File: src/rtl/ram_port_arbiter.sv
// Arbitrates the single synchronous RAM port between the stack unit, the CPU
// load/store path and a read-only DMA burst engine; RAM command outputs are registered.
module ram_port_arbiter #(
    parameter int unsigned MAX_BURST    = 8,
    parameter int unsigned STARVE_LIMIT = 15
) (
    input  logic        clk,
    input  logic        rst,

    input  logic        stk_req,
    input  logic        stk_w,
    input  logic [15:0] stk_addr,
    input  logic [15:0] stk_wdata,
    output logic        stk_gnt,
    output logic        stk_rvalid,

    input  logic        cpu_req,
    input  logic        cpu_w,
    input  logic [15:0] cpu_addr,
    input  logic [15:0] cpu_wdata,
    output logic        cpu_gnt,
    output logic        cpu_rvalid,

    input  logic        dma_req,
    input  logic [15:0] dma_addr,
    input  logic [3:0]  dma_len,
    output logic        dma_gnt,
    output logic        dma_rvalid,
    output logic        dma_done,

    input  logic [15:0] fromRAM,
    output logic [15:0] rdata,
    output logic [15:0] RAMaddr,
    output logic [15:0] toRAM,
    output logic        w
);

    localparam int unsigned CNT_W = $clog2(STARVE_LIMIT + 1);

    typedef enum logic {
        IDLE,
        BURST
    } state_t;

    typedef enum logic [1:0] {
        OWN_NONE,
        OWN_STK,
        OWN_CPU,
        OWN_DMA
    } owner_t;

    state_t           state;
    logic [15:0]      burst_addr;
    logic [3:0]       burst_left;
    logic [CNT_W-1:0] starve_cnt;

    owner_t           owner_q1;
    owner_t           owner_q2;
    logic             last_q1;
    logic             last_q2;

    logic             cpu_starved;
    logic [3:0]       dma_eff_len;
    logic             dma_issue;

    logic             cmd_v;
    logic             cmd_w;
    logic [15:0]      cmd_addr;
    logic [15:0]      cmd_wdata;
    owner_t           cmd_own;
    logic             cmd_last;

    assign cpu_starved = (starve_cnt == CNT_W'(STARVE_LIMIT));

    always_comb begin
        if (dma_len == 4'd0 || 32'(dma_len) > MAX_BURST)
            dma_eff_len = 4'(MAX_BURST);
        else
            dma_eff_len = dma_len;
    end

    // Grants are combinational; gating with rst keeps every grant low during reset.
    always_comb begin
        stk_gnt   = 1'b0;
        cpu_gnt   = 1'b0;
        dma_gnt   = 1'b0;
        dma_issue = 1'b0;
        if (rst) begin
            if (stk_req)
                stk_gnt = 1'b1;
            else if (state == BURST)
                dma_issue = 1'b1;
            else if (cpu_req && cpu_starved)
                cpu_gnt = 1'b1;
            else if (dma_req)
                dma_gnt = 1'b1;
            else if (cpu_req)
                cpu_gnt = 1'b1;
        end
    end

    always_comb begin
        cmd_v     = 1'b0;
        cmd_w     = 1'b0;
        cmd_addr  = '0;
        cmd_wdata = '0;
        cmd_own   = OWN_NONE;
        cmd_last  = 1'b0;
        if (stk_gnt) begin
            cmd_v     = 1'b1;
            cmd_w     = stk_w;
            cmd_addr  = stk_addr;
            cmd_wdata = stk_wdata;
            cmd_own   = stk_w ? OWN_NONE : OWN_STK;
        end else if (cpu_gnt) begin
            cmd_v     = 1'b1;
            cmd_w     = cpu_w;
            cmd_addr  = cpu_addr;
            cmd_wdata = cpu_wdata;
            cmd_own   = cpu_w ? OWN_NONE : OWN_CPU;
        end else if (dma_gnt) begin
            cmd_v     = 1'b1;
            cmd_addr  = dma_addr;
            cmd_own   = OWN_DMA;
            cmd_last  = (dma_eff_len == 4'd1);
        end else if (dma_issue) begin
            cmd_v     = 1'b1;
            cmd_addr  = burst_addr;
            cmd_own   = OWN_DMA;
            cmd_last  = (burst_left == 4'd1);
        end
    end

    always_ff @(posedge clk or negedge rst) begin
        if (!rst) begin
            state      <= IDLE;
            burst_addr <= '0;
            burst_left <= '0;
            starve_cnt <= '0;
            RAMaddr    <= '0;
            toRAM      <= '0;
            w          <= 1'b0;
            owner_q1   <= OWN_NONE;
            owner_q2   <= OWN_NONE;
            last_q1    <= 1'b0;
            last_q2    <= 1'b0;
        end else begin
            if (cmd_v)
                RAMaddr <= cmd_addr;
            w     <= cmd_v && cmd_w;
            toRAM <= (cmd_v && cmd_w) ? cmd_wdata : '0;

            owner_q1 <= cmd_own;
            last_q1  <= cmd_last;
            owner_q2 <= owner_q1;
            last_q2  <= last_q1;

            if (cpu_req && !cpu_gnt) begin
                if (!cpu_starved)
                    starve_cnt <= starve_cnt + CNT_W'(1);
            end else begin
                starve_cnt <= '0;
            end

            // Word 0 goes out with the grant, so the burst registers track word 1 onward.
            case (state)
                IDLE: begin
                    if (dma_gnt) begin
                        burst_addr <= dma_addr + 16'd1;
                        burst_left <= dma_eff_len - 4'd1;
                        if (dma_eff_len != 4'd1)
                            state <= BURST;
                    end
                end
                BURST: begin
                    if (dma_issue) begin
                        burst_addr <= burst_addr + 16'd1;
                        burst_left <= burst_left - 4'd1;
                        if (burst_left == 4'd1)
                            state <= IDLE;
                    end
                end
                default: state <= IDLE;
            endcase
        end
    end

    assign stk_rvalid = (owner_q2 == OWN_STK);
    assign cpu_rvalid = (owner_q2 == OWN_CPU);
    assign dma_rvalid = (owner_q2 == OWN_DMA);
    assign dma_done   = (owner_q2 == OWN_DMA) && last_q2;
    assign rdata      = fromRAM;

endmodule

File: config.mk
export PLATFORM = sky130hd
export DESIGN_NAME = ram_port_arbiter
export DESIGN_NICKNAME = d
export VERILOG_FILES = /design/src/rtl/ram_port_arbiter.sv
export SDC_FILE = /design/constraint.sdc
export NUM_CORES = 1
export LEC_CHECK = 0
export ABC_AREA = 1
export BUFFER_PORTS_ARGS = -buffer_cell sky130_fd_sc_hd__buf_4
export CAP_MARGIN = 10
export CORE_MARGIN = 1.5
export CORE_UTILIZATION = 28
export DETAILED_ROUTE_END_ITERATION = 7
export GPL_TIMING_DRIVEN = 1
export SYNTH_ARGS = -nofsm -noshare
export SYNTH_HDL_FRONTEND = slang
export SYNTH_SLANG_ARGS = --single-unit
File: constraint.sdc
create_clock -name clk -period 4.9 [get_ports clk]
set_clock_uncertainty 0.05 [all_clocks]
set_input_delay 0.49 -clock clk [delete_from_list [all_inputs] [get_ports clk]]
set_output_delay 0.49 -clock clk [all_outputs]
set_load 0.02 [all_outputs]
==> impl_results.md, run 1 <==
* Root buf cell: clkbuf_16
* Routed len/inst at 13.8 um
* MaxCap Viol Count at 0
* Max Clk Rate at 359 MHz
* # diodes at 0
* Worst Setup End Kind: primary output
* Nets@finish at 749
* Largest stage delay, worst path at 650 ps
* Fin Setup TNS at 0 ps
* Bufs on Longest Clock Path at 2
* Most common cell after layout, fill and taps aside: nand2_1
* Data arrival time of the worst path at 2250 ps
* Global-route wire length before repair at 18.0 mm
* Antenna-violating nets left at 0
* RSZ-0062 raised after global routing: false
* Crit path top cell by count: inv_4
* Share of layout cells above drive strength 1 at 0.294
* Die width at 121 um
* DR pass1 iterations at 5
* Final wirelength at 11.3 mm
* Design Area, Final at 0.00511 mm2
* Post-synthesis cell type count at 33
* Worst Tran Pin Value at 877 ps
* Placed cell areas at 0.00485 mm2
* Post-detail-place hpwl at 8.43 mm
* Critical Path, Cell by Cell: inv_4, nand3_4, nor2_1, nand2_1, inv_4, buf_4
* Min-delay worst type: input port to async pin
* Total track usage at 0.156
* Setup Viol. Count Final at 0
* Peak supply drop at 0.172 mV
* Clk sinks at 64
* Critical path peak fanout at 36
* Min Clock Period, post-route at 2790 ps
* Critical path's slowest cell: dfrtp_1
* Via density at 4.64
* Post-synthesis area per instance at 7.38 um2
* CTS H-tree depth at 3
* Startpoint Class: register
* Setup Crit Path Kind: register to primary output
* Synth-to-layout area growth at 30.9%
* Initial core utilization at 0.291
* Rows at 42
* CTS tree: done
* Cell count after synthesis at 529
* Mapped Area at 0.00390 mm2
* Core area at 0.0134 mm2
* Period utilization at 0.569
* Number of global-route vias before repair at 3715
* Final Power at 2.38 mW
* DR iter-0 viols at 255
* Clock Latency Late Sink at 320 ps
* Die area at 0.0147 mm2
* Initial antenna violation count at 0
* Hold Vio Cnt, Final at 0
* Cts hold-fix bufs at 0
* Pwr/cell area at 466 mW/mm2
* Remaining DRCs at 0
* I/O Buffers at 130
* Flop and latch count out of synthesis at 64
* Seq/Total Area, Yosys at 0.410
* CTS resizes at 0
* Pleak at 2.64 nW
* Rel. slew slack at 0.415
* Clock slew at reported path FFs at 50 ps
* Grt ovf at 0
* Post-CTS Setup Repair Bufs at 0
* Post-Syn Nets at 642
* Most frequent cells in the layout: nand2_1, buf_4, dfrtp_1
* Die Y at 121 um
* Synth Warn # at 0
* DR vias at 3784
* Ports at 163
* Outcome: finished clean
* Slew Limit Fails at 0
* CTS Buf Count at 9
* Placer Congestion at 0.875
* Pin count of the biggest net entering global routing at 68
* Critical Path RT at 4360 ps
routing by layer:
metal / GRT usage / wire (um) / up-vias
met4: 0.0316 / 66 / 0
li1: - / - / 1885
met1: 0.198 / 4850 / 1776
met2: 0.266 / 5650 / 115
met5: 0 / 0 / -
met3: 0.0423 / 730 / 8
cell usage after synthesis (all sizes together):
| master | number | area [um2] |
|---|---|---|
| ha | 6 | 75.1 |
| nand4 | 5 | 31.3 |
| a21oi | 37 | 219 |
| nand2 | 197 | 774 |
| a31o | 1 | 8.76 |
| o21ai | 35 | 186 |
| buf | 31 | 248 |
| clkbuf | 5 | 20.0 |
| clkinv | 1 | 3.75 |
| nor2 | 28 | 130 |
| a22oi | 1 | 7.51 |
| inv | 57 | 219 |
| o22ai | 14 | 87.6 |
| nor3 | 1 | 16.3 |
| nor4 | 1 | 6.26 |
| dfrtp | 64 | 1600 |
| xor2 | 4 | 35.0 |
| nand3 | 40 | 228 |
| o31ai | 1 | 7.51 |
cells by family after synthesis:
kind of cell             count (synthesis)  share of synthesized area
adder cells (fa/ha/maj)                  6                     0.0192
buffers and inverters                   94                      0.126
AO/OA/AOI/OAI                           89                      0.132
flip-flops                              64                      0.410
AND/OR/NAND/NOR                        272                      0.304
XOR/XNOR                                 4                    0.00897
report_power, final:
group | internal, mW | switching (mW) | leakage (nW)
Combinational | 0.375 | 0.630 | 1.69
Sequential | 0.687 | 0.125 | 0.822
Clock | 0.339 | 0.225 | 0.128
Total | 1.40 | 0.980 | 2.64
critical path, delay by kind of cell (launching register included):
family        cells  cell delay (ps)
simple gates      3              360
flops             1              650
buf+inv           3              900
through the flow:
step,setup WS [ps],std cells,hold WS [ps],util
floorplan,3160,529,144,-
global placement,2040,801,289,0.362
detailed placement,1990,801,286,0.362
CTS,2070,816,263,0.382
global route,1900,816,293,0.382
finish,2110,816,229,0.382
area by class of cell:
type,instances,area [um2]
clock inverter,5,35.0
tap,176,220
fill,1407,8290
clock buffer,10,229
inverter,58,223
multi-input combinational,371,1810
timing repair buffer,132,991
sequential,64,1600
worst paths after layout:
path,slack (ps),start,cells after the start,endpoint
min,230,rst,1,starve_cnt[0]
max reg2reg,2180,state,7,burst_left[0]
min in group clk,300,owner_q1[1],0,owner_q2[1]
max,2110,state,6,cpu_gnt
min reg2reg,300,owner_q1[1],0,owner_q2[1]
max in group asynchronous,4000,rst,1,burst_addr[10]
state kept, by name, summed over array words and instances, names as in the netlist:
signal      cells
starve_cnt      4
toRAM          16
owner_q2        2
last_q2         1
owner_q1        2
last_q1         1
RAMaddr        16
burst_left      4
burst_addr     16
w               1
state           1
No activity file was read; power rests on OpenSTA's default activity.
==> run 2: changes to the inputs <==
--- a/config.mk
+++ b/config.mk
@@ -5,7 +5,7 @@
 export SDC_FILE = /design/constraint.sdc
 export NUM_CORES = 1
 export LEC_CHECK = 0
-export ABC_AREA = 1
+export ABC_AREA = 0
 export BUFFER_PORTS_ARGS = -buffer_cell sky130_fd_sc_hd__buf_4
 export CAP_MARGIN = 10
 export CORE_MARGIN = 1.5
==> constraint.sdc (replaced) <==
create_clock -name clk -period 2.6 [get_ports clk]
set_clock_uncertainty 0.05 [all_clocks]
set_input_delay 0.26 -clock clk [delete_from_list [all_inputs] [get_ports clk]]
set_output_delay 0.26 -clock clk [all_outputs]
set_load 0.02 [all_outputs]
==> impl_results.md, run 2 <==
* R2r worst-path depth at 7 (unchanged)
* Critical path's slowest cell: dlygate4sd3_1
* Post-synthesis area per instance at 9.02 um2 (+22%)
* Pin count of the biggest net entering global routing at 53 (-22%)
* Number of global-route vias before repair at 3844 (+3.5%)
* Most frequent cells in the layout: buf_4, dfrtp_1, nor2_1
* Bufs on Longest Clock Path at 2 (unchanged)
* Critical Path RT at 2290 ps (-2070 ps)
* Hold Path Depth at 2
* Critical Path, Cell by Cell: dlygate4sd3_1, buf_6, nand2b_4, a2111oi_4, buf_6, buf_4
* Hold Vio Cnt, Final at 0 (unchanged)
* RSZ-0062 raised after global routing: false
* Antenna-violating nets left at 0 (unchanged)
* Flop and latch count out of synthesis at 64 (unchanged)
* Root buf cell: clkbuf_16
* Synth-to-layout area growth at 36.0%
* Post-Syn Nets at 538 (-16%)
* Post-synthesis cell type count at 56 (+70%)
* Min-delay worst type: input port to register
* Cell count after synthesis at 425 (-20%)
* # diodes at 0 (unchanged)
* DR iter-0 viols at 261 (+2.4%)
* Routed len/inst at 17.5 um (+26%)
* Nets@finish at 657 (-12%)
* Period utilization at 0.934
* Clk sinks at 64 (unchanged)
* Clock slew at reported path FFs at 50 ps (about the same)
* Die Y at 120 um (-0.91%)
* Largest stage delay, worst path at 570 ps (-80 ps)
* Startpoint Class: input port
* Grt ovf at 0 (unchanged)
* CTS H-tree depth at 3 (unchanged)
* MaxCap Viol Count at 0 (unchanged)
* Most common cell after layout, fill and taps aside: buf_4
* Seq/Total Area, Yosys at 0.418 (+0.00777)
* Outcome: finished clean
* Initial antenna violation count at 0 (unchanged)
* Delay-heaviest family, CP: buffers and inverters
* CTS tree: done
* Via density at 5.13 (+11%)
* Max Clk Rate at 412 MHz
* Clock Latency Late Sink at 330 ps (about the same)
* Worst Setup End Kind: primary output
* DR vias at 3721 (-1.7%)
* Rel. slew slack at 0.541 (+0.126)
* Most instantiated library cell after synthesis: dfrtp_1
* Critical path peak fanout at 22 (-39%)
* CP Launch Point: rst
* Final wirelength at 12.7 mm (+12%)
* Post-synth top area share at 0.418 (+0.00777)
* Data arrival time of the worst path at 2120 ps (-130 ps)
* Worst Tran Pin Value at 688 ps (-188 ps)
* Layout Cells excl Fill at 725 (-11%)
* Die width at 120 um (-0.91%)
* Ports at 163 (unchanged)
* DR pass1 iterations at 5 (unchanged)
* Design Area, Final at 0.00521 mm2 (+1.9%)
* Worst reg-to-reg setup slack at 230 ps (-1950 ps)
* Total track usage at 0.178 (+0.0218)
* Rows at 42 (unchanged)
* Setup Crit Path Kind: input port to primary output
* RR Startpoint: state
* Fill cell count at 1341 (-4.7%)
* Remaining DRCs at 0 (unchanged)
* Cell depth of the worst setup path at 6 (unchanged)
* Core area at 0.0133 mm2 (-0.78%)
* Synth top area cells: dfrtp_1, nor2_1, a22oi_1, nand2_1, buf_4
* Share of layout cells above drive strength 1 at 0.319 (+0.0250)
* Mapped Area at 0.00383 mm2 (-1.9%)
* Setup Viol. Count Final at 0 (unchanged)
* Hold Crit Start: cpu_w
* Synth Warn # at 0 (unchanged)
* Min Clock Period, post-route at 2430 ps
* Placed cell areas at 0.00493 mm2 (+1.7%)
* Post-synth EDFFs at 0 (unchanged)
* Global-route wire length before repair at 19.9 mm (+11%)
* Die area at 0.0144 mm2 (-1.8%)
* Placer Congestion at 0.915 (+4.5%)
* I/O Buffers at 130 (unchanged)
* Post-synth ARST share at 1.00 (unchanged)
* Placed cell count at 708 (-12%)
* Slew Limit Fails at 0 (unchanged)
* Fin Setup TNS at 0 ps (unchanged)
* Synth Flop Type: dfrtp_1
* Pwr/cell area at 813 mW/mm2 (+75%)
* Pleak at 2.44 nW (-7.6%)
* Post-CTS Setup Repair Bufs at 0 (unchanged)
* Crit path top cell by count: buf_6
* Peak supply drop at 0.366 mV (+110%)
* Post-synth top cells: dfrtp_1, nor2_1, nand2_1
* Initial core utilization at 0.288 (-0.00315)
* Post-detail-place hpwl at 9.54 mm (+13%)
* CTS Buf Count at 9 (unchanged)
* Post-synth top area cell: dfrtp_1
* Top flop regs: RAMaddr (16), burst_addr (16), toRAM (16)
* Worst Path Buf+Inv at 4 (+1)
-- run 2: changes by cell type in the layout (fill, tap and decap cells not counted), moves of 9 or more --
cell     before  now
a21oi_2       9    0
a221o_1       0   13
a22oi_1       1   21
buf_4       132  145
inv_1        51   11
mux2i_1       0   12
nand2_1     187   41
nand3_1      36   17
nor2_1       20   49
o22ai_1      14    4
-- run 2: worst register-to-register path, delay by kind of cell (launching register included) --
kind	cells	cell delay, ps
compound gates	2	760
fa+ha+maj	1	160
buf+inv	1	70
flops	1	570
mux	2	410
simple gates	1	220
-- run 2: where the power goes --
part | switching [mW] | internal, mW | total [mW]
Combinational | 0.865 | 0.721 | 1.59
Clock | 0.449 | 0.639 | 1.09
Sequential | 0.306 | 1.26 | 1.56
Total | 1.62 | 2.62 | 4.24
-- run 2: layout make-up --
cell class,instances,area [um2],area share
tap,176,220,0.0423
sequential,64,1600,0.307
clock buffer,10,229,0.0439
inverter,12,45.0,0.00864
clock inverter,6,36.3,0.00696
multi-input combinational,308,1940,0.372
timing repair buffer,149,1140,0.219
-- run 2: through the flow --
step / power [mW] / setup slack [ps] / hold slack (ps) / utilization
6_report: 4.24 / 172 / 116 / 0.392
5_1_grt: 4.52 / 39.7 / 111 / 0.392
4_1_cts: 4.26 / 31.2 / 111 / 0.391
3_5_place_dp: 3.16 / 267 / 121 / 0.371
3_3_place_gp: 3.12 / 343 / 118 / 0.371
2_1_floorplan: 2.52 / 3.16 / -85.6 / -
-- run 2: cells by family after synthesis --
kind of cell | count (synthesis) | synth area share
AOI/OAI and AO/OA | 129 | 0.237
xor gates and xnor gates | 10 | 0.0229
adders and majority gates | 6 | 0.0196
buffers and inverters | 53 | 0.0764
DFF | 64 | 0.418
muxes | 15 | 0.0402
and+or+nand+nor | 148 | 0.186
-- run 2: worst paths after layout --
| kind | end |
|---|---|
| min in group asynchronous | RAMaddr[11] |
| max reg2reg | burst_addr[12] |
| max | cpu_gnt |
| min reg2reg | last_q2 |
| min | owner_q1[1] |
| max in group asynchronous | owner_q1[1] |
-- run 2: repair_timing --
item                                   4_1_cts  5_1_grt
resized for setup                            0        2
endpoints found under the hold margin       12        0
hold buffers                                 1        0
setup endpoints to repair                    0        1
-- run 2: layer usage --
metal  vias up  GRT usage  part of all wire
met3        29     0.0428             0.073
met2       149      0.300              0.49
li1       1781          -                 -
met4         0     0.0923             0.030
met1      1762      0.209              0.41
met5         -          0                 0
